==> config.mk <==
export PLATFORM = sky130hd
export DESIGN_NAME = spi_reg_ctrl_flat
export DESIGN_NICKNAME = d
export VERILOG_FILES = /design/src/rtl/spi_xcvr_if.sv /design/src/rtl/spi_reg_ctrl.sv /design/src/flat_wrapper.sv
export SDC_FILE = /design/constraint.sdc
export NUM_CORES = 1
export LEC_CHECK = 0
export CORE_MARGIN = 4
export CORE_UTILIZATION = 41
export CTS_BUF_LIST = sky130_fd_sc_hd__clkbuf_4 sky130_fd_sc_hd__clkbuf_8
export CTS_CLUSTER_DIAMETER = 50
export DETAILED_ROUTE_END_ITERATION = 8
export GPL_TIMING_DRIVEN = 0
export PLACE_DENSITY_LB_ADDON = 0.12
export SLEW_MARGIN = 15
export SYNTH_ARGS = -nofsm -noshare
export SYNTH_HDL_FRONTEND = slang
export SYNTH_SLANG_ARGS = --single-unit
==> constraint.sdc <==
create_clock -name clk_i -period 3.8 [get_ports clk_i]
set_clock_uncertainty 0.2 [all_clocks]
set_input_delay 0.57 -clock clk_i [delete_from_list [all_inputs] [get_ports clk_i]]
set_output_delay 0.57 -clock clk_i [all_outputs]
set_load 0.02 [all_outputs]
==> src/rtl/spi_xcvr_if.sv <==
// Byte-level link between the SPI transceiver and the register sequencer.
// The transceiver side is the master; the sequencer is the slave.
interface spi_xcvr_if;
  logic       cs_active_i;
  logic       rx_valid_i;
  logic [7:0] rx_data_i;
  logic       tx_load_o;
  logic [7:0] tx_data_o;

  modport master (
    output cs_active_i,
    output rx_valid_i,
    output rx_data_i,
    input  tx_load_o,
    input  tx_data_o
  );

  modport slave (
    input  cs_active_i,
    input  rx_valid_i,
    input  rx_data_i,
    output tx_load_o,
    output tx_data_o
  );
endinterface

==> src/rtl/spi_reg_ctrl.sv <==
// Command sequencer: parses each chip-select frame into a command byte plus data
// bytes, writes the register bank or feeds read-back bytes to the transceiver.
module spi_reg_ctrl #(
  parameter int unsigned NOF_DATA_WORDS   = 2,
  parameter int unsigned NOF_ADDRESS_BITS = 1
) (
  input  logic                          clk_i,
  input  logic                          reset_i,
  spi_xcvr_if.slave                     xcvr,
  output logic [8*NOF_DATA_WORDS-1:0]   words_o,
  output logic                          busy_o,
  output logic                          err_o
);

  localparam int unsigned AW = NOF_ADDRESS_BITS;
  localparam int unsigned NW = NOF_DATA_WORDS;

  typedef logic [AW-1:0] ptr_t;
  typedef enum logic [1:0] {IDLE, CMD, WRITE, READ} state_t;

  state_t     state_q, state_d;
  ptr_t       ptr_q, ptr_d;
  logic       inc_q, inc_d;
  logic       cs_q, cs_d;
  logic [7:0] words_q [NW];
  logic [7:0] words_d [NW];
  logic [7:0] tx_data_q, tx_data_d;
  logic       tx_load_q, tx_load_d;
  logic       busy_q, busy_d;
  logic       err_q, err_d;

  function automatic logic ptr_valid(ptr_t p);
    return 32'(p) < NW;
  endfunction

  // Invalid pointers stay put; the last valid word wraps to word 0.
  function automatic ptr_t ptr_next(ptr_t p, logic inc);
    if (!inc || !ptr_valid(p)) return p;
    if (32'(p) == NW - 1) return '0;
    return p + AW'(1);
  endfunction

  function automatic logic [7:0] word_at(ptr_t p);
    logic [7:0] w;
    w = 8'h00;
    for (int unsigned n = 0; n < NW; n++) begin
      if (32'(p) == n) w = words_q[n];
    end
    return w;
  endfunction

  always_ff @(posedge clk_i or posedge reset_i) begin
    if (reset_i) begin
      state_q   <= IDLE;
      ptr_q     <= '0;
      inc_q     <= 1'b0;
      // Held high so a chip select already asserted at reset release is not a frame start.
      cs_q      <= 1'b1;
      tx_data_q <= 8'h00;
      tx_load_q <= 1'b0;
      busy_q    <= 1'b0;
      err_q     <= 1'b0;
      for (int unsigned n = 0; n < NW; n++) words_q[n] <= 8'h00;
    end else begin
      state_q   <= state_d;
      ptr_q     <= ptr_d;
      inc_q     <= inc_d;
      cs_q      <= cs_d;
      tx_data_q <= tx_data_d;
      tx_load_q <= tx_load_d;
      busy_q    <= busy_d;
      err_q     <= err_d;
      for (int unsigned n = 0; n < NW; n++) words_q[n] <= words_d[n];
    end
  end

  always_comb begin
    ptr_t load_ptr;
    logic do_load;

    state_d   = state_q;
    ptr_d     = ptr_q;
    inc_d     = inc_q;
    cs_d      = xcvr.cs_active_i;
    words_d   = words_q;
    tx_data_d = tx_data_q;
    tx_load_d = 1'b0;
    err_d     = err_q;
    load_ptr  = ptr_q;
    do_load   = 1'b0;

    if (!xcvr.cs_active_i) begin
      // Frame end or abort wins over any byte arriving in the same cycle.
      state_d = IDLE;
      ptr_d   = '0;
    end else begin
      unique case (state_q)
        IDLE: begin
          if (!cs_q) begin
            state_d = CMD;
            err_d   = 1'b0;
          end
        end
        CMD: begin
          if (xcvr.rx_valid_i) begin
            load_ptr = xcvr.rx_data_i[AW-1:0];
            inc_d    = xcvr.rx_data_i[6];
            if (xcvr.rx_data_i[7]) begin
              state_d = READ;
              do_load = 1'b1;
              ptr_d   = ptr_next(load_ptr, xcvr.rx_data_i[6]);
            end else begin
              state_d = WRITE;
              ptr_d   = load_ptr;
            end
          end
        end
        WRITE: begin
          if (xcvr.rx_valid_i) begin
            if (ptr_valid(ptr_q)) begin
              for (int unsigned n = 0; n < NW; n++) begin
                if (32'(ptr_q) == n) words_d[n] = xcvr.rx_data_i;
              end
            end else begin
              err_d = 1'b1;
            end
            ptr_d = ptr_next(ptr_q, inc_q);
          end
        end
        READ: begin
          if (xcvr.rx_valid_i) begin
            do_load = 1'b1;
            ptr_d   = ptr_next(ptr_q, inc_q);
          end
        end
        default: state_d = IDLE;
      endcase
    end

    if (do_load) begin
      tx_load_d = 1'b1;
      if (ptr_valid(load_ptr)) begin
        tx_data_d = word_at(load_ptr);
      end else begin
        tx_data_d = 8'h00;
        err_d     = 1'b1;
      end
    end

    busy_d = (state_d != IDLE);
  end

  for (genvar g = 0; g < NW; g++) begin : g_pack
    assign words_o[8*g +: 8] = words_q[g];
  end

  assign xcvr.tx_load_o = tx_load_q;
  assign xcvr.tx_data_o = tx_data_q;
  assign busy_o         = busy_q;
  assign err_o          = err_q;

endmodule
==> src/flat_wrapper.sv <==
// flat-port wrapper written by rule: the top's interface ports become plain ports
module spi_reg_ctrl_flat 
#(
  parameter int unsigned NOF_DATA_WORDS   = 2,
  parameter int unsigned NOF_ADDRESS_BITS = 1
)
  (clk_i, reset_i, words_o, busy_o, err_o, xcvr_cs_active_i, xcvr_rx_valid_i, xcvr_rx_data_i, xcvr_tx_load_o, xcvr_tx_data_o);
  spi_xcvr_if xcvr_i ();
  input  logic clk_i;
  input  logic reset_i;
  output logic [8*NOF_DATA_WORDS-1:0] words_o;
  output logic busy_o;
  output logic err_o;
  input wire logic [$bits(xcvr_i.cs_active_i)-1:0] xcvr_cs_active_i;
  input wire logic [$bits(xcvr_i.rx_valid_i)-1:0] xcvr_rx_valid_i;
  input wire logic [$bits(xcvr_i.rx_data_i)-1:0] xcvr_rx_data_i;
  output wire logic [$bits(xcvr_i.tx_load_o)-1:0] xcvr_tx_load_o;
  output wire logic [$bits(xcvr_i.tx_data_o)-1:0] xcvr_tx_data_o;
  assign xcvr_i.cs_active_i = xcvr_cs_active_i;
  assign xcvr_i.rx_valid_i = xcvr_rx_valid_i;
  assign xcvr_i.rx_data_i = xcvr_rx_data_i;
  assign xcvr_tx_load_o = xcvr_i.tx_load_o;
  assign xcvr_tx_data_o = xcvr_i.tx_data_o;
  spi_reg_ctrl #(.NOF_DATA_WORDS(NOF_DATA_WORDS), .NOF_ADDRESS_BITS(NOF_ADDRESS_BITS)) u_core (.clk_i(clk_i), .reset_i(reset_i), .xcvr(xcvr_i), .words_o(words_o), .busy_o(busy_o), .err_o(err_o));
endmodule
==> summary.md <==
| Metric | Value |
|---|---|
| Status | `finished clean` |
| Number of max-cap violations | `0` |
| Slowest stage cell, crit path | `clkdlybuf4s50_1` |
| Register area | `777 µm²` |
| Number of library cell types mapped by synthesis | `28` |
| Final hold slack | `0.280 ns` |
| Die span in x | `65.3 µm` |
| TritonCTS clock tree | `done` |
| #FFs+latches synth | `31` |
| Ranking of synthesized cells by area | `dfrtp_1 56%, mux2_2 14%, mux2i_1 5.9%, nand2_1 2.8%, o21ai_1 2.2%` |
| Multi-input logic area | `526 µm²` |
| Sink Count | `31` |
| DR pass1 iterations | `4` |
| Drt first-iter violations | `28` |
| Headroom to the max-slew limit | `0.491` |
| CP Cell Sequence | `clkdlybuf4s50_1 > nand4b_1 > nor2_2 > mux2_2` |
| Vias/cell | `4.83` |
| Peak supply drop | `238 µV` |
| Syn avg cell area | `13.1 µm²` |
| DP HPWL | `1.98 mm` |
| Synth Cell Area | `1350 µm²` |
| Final min period | `2.20 ns` |
| Clock transition at path regs | `0.08 ns` |
| DRC | `0` |
| Routed Antenna Nets | `0` |
| Critical Path Source Type | `input pin` |
| Vias in the first global route | `991` |
| Core Box Area | `3100 µm²` |
| LEAKAGE | `0.856 nW` |
| Via count | `923` |
| Setup Buffers After CTS | `0` |
| Yosys warns | `0` |
| Initial antenna violation count | `0` |
| Drt total wl | `2.79 mm` |
| Post-synthesis cell count | `103` |
| Psw | `0.298 mW` |
| Clk_lat worst skew | `0.34 ns` |
| Register area share after synthesis | `0.577` |
| Flop pwr share | `0.460` |
| Layout cell share with drive strength beyond 1 | `0.259` |
| Pwr Density | `519 nW/µm²` |
| Number of setup violations in the final report | `0` |
| Arrival time worst endpoint | `2.22 ns` |
| Area leader, netlist | `dfrtp_1` |
| Critical Path RT | `3.82 ns` |
| Crit Path Max Fanout | `8` |
| Die Y | `65.3 µm` |
| Crit path largest cell delay | `0.63 ns` |
| Power share of the clock group | `0.212` |
| Die area | `4270 µm²` |
| Net count, final | `158` |
| H-tree Lvls | `2` |
| Initial Util | `0.434` |
| Cts hold-fix bufs | `0` |
| Worst-Margin Slew | `0.763 ns` |
| Fin. max-slew vios | `0` |
| Max clock buf depth | `2` |
| RSZ-0062 raised after global routing | `no` |
| Remaining Overflow, GRT | `0` |
| Internal power | `0.649 mW` |
| Critical Path Sink Type | `register` |
| IO buf count | `36` |
| Root buffer cell | `clkbuf_4` |
| GP Congestion | `0.828` |
| Post-Route Setup TNS | `0 ns` |
| TritonCTS Buffers | `5` |
| All-Layer GR Usage | `0.144` |
| Sw Share | `0.314` |
| Comb pwr share | `0.328` |
| Largest net degree at the start of global routing | `32` |
| First-pass GRT wire length | `4.49 mm` |
| IO Count | `39` |
| Hold Path Class | `reg2reg` |
| CTS resizes | `0` |
| Max frequency | `454 MHz` |
| Fill cells | `294` |
| Area Growth Syn to Fin | `35.3%` |
| Row count | `20` |
| Wire length per cell | `14.6 µm` |
| Critical path class | `in2reg` |
| Fin. Hold Viols | `0` |
| ANT cells | `0` |
| Synth Net Count | `115` |
| Synth top area share | `0.557` |
| Fin crit share | `0.580` |
-- placed cells by master (no fill, tap or decap), types with 6 or more instances in the layout --
cell / synthesis / layout
clkdlybuf4s50_1: 0 / 36
dfrtp_1: 30 / 30
mux2_2: 17 / 17
nand2_1: 10 / 10
mux2i_1: 8 / 8
clkbuf_4: 0 / 8
o21ai_1: 6 / 6
-- state kept, by name, summed over array words and instances (netlist names) --
register and cells:
u_core.inc_q 1, u_core.xcvr.tx_data_o 8, u_core.xcvr.tx_load_o 1, u_core.cs_q 1, u_core.words_o 16, u_core.busy_o 1, u_core.state_q 2, u_core.ptr_q 1
-- power by group through the flow --
stage	sequential (mW)	clock, mW	combinational (mW)
detailed placement	0.443	0	0.314
global placement	0.440	0	0.308
global route	0.446	0.220	0.335
finish	0.436	0.200	0.311
CTS	0.436	0.208	0.315
floorplan	0.507	0	0.0953
-- layout make-up --
cell class / count / area share
Multi-Input combinational cell: 64 / 0.288
Clock buffer: 8 / 0.0329
Tap cell: 44 / 0.0302
Timing Repair Buffer: 36 / 0.198
Inverter: 3 / 0.00618
Sequential cell: 31 / 0.426
Buffer: 5 / 0.0185
-- cell families (layout without fill, tap and decap cells) --
group	Yosys count	in the layout	synth area share
AO/OA/AOI/OAI	16	16	0.0734
other	1	1	0.00278
flip-flops	31	31	0.577
AND/OR/NAND/NOR	20	20	0.0891
multiplexers	26	26	0.218
XOR/XNOR	1	1	0.00650
buffers and inverters	8	52	0.0334
-- final timing paths --
kind	from	endpoint	slack (ns)	depth (start not counted)
setup reg to reg	u_core.state_q[1]	u_core.xcvr.tx_data_o[1]	1.86	5
hold reg to reg	u_core.xcvr.tx_data_o[7]	u_core.xcvr.tx_data_o[7]	0.28	2
hold / removal	u_core.xcvr.tx_data_o[7]	u_core.xcvr.tx_data_o[7]	0.28	2
min in group asynchronous	reset_i	u_core.xcvr.tx_load_o	0.44	2
setup / recovery	xcvr_cs_active_i	u_core.words_o[0]	1.60	4
max in group asynchronous	reset_i	u_core.words_o[5]	2.54	2
-- per-layer routing --
layer | vias to the layer above | wire (µm) | GRT usage
met5 | - | 0 | 0
li1 | 447 | - | -
met3 | 6 | 188 | 0.0530
met1 | 439 | 1190 | 0.162
met4 | 0 | 55 | 0.0777
met2 | 31 | 1360 | 0.235
-- metrics by stage --
step | std cells | instance area, µm² | utilization | setup WS [ns] | total power [mW]
finish | 191 | 1820 | 0.588 | 1.60 | 0.947
global route | 191 | 1820 | 0.588 | 1.40 | 1.00
detailed placement | 183 | 1760 | 0.568 | 1.22 | 0.757
floorplan | 103 | 1350 | - | 1.92 | 0.603
global placement | 183 | 1760 | 0.568 | 1.19 | 0.748
CTS | 191 | 1820 | 0.588 | 1.57 | 0.960
-- critical path: cells and delay by family --
family / cells / cell delay [ns]
buffers and inverters: 1 / 0.63
and+or+nand+nor: 2 / 0.62
muxes: 1 / 0.40
-- cell usage after synthesis --
master and n:
dfstp_2 1, conb_1 1, buf_2 2, mux2i_1 8, nor2_2 1, nor3_1 1, xnor2_1 1, inv_1 3
nand3b_1 1, o21ai_0 2, a21oi_1 2, nand4b_1 2, mux2i_4 1, clkbuf_2 1, a22oi_1 1, nor2_1 1
a21boi_0 2, nor2b_1 2, o21ai_2 2, or2_2 1, o2111ai_1 1, buf_4 1, nand2_1 10, mux2_2 17
nand4b_4 1, o21ai_1 6, dfrtp_1 30, buf_6 1
Power figures use the tool's default switching activity.
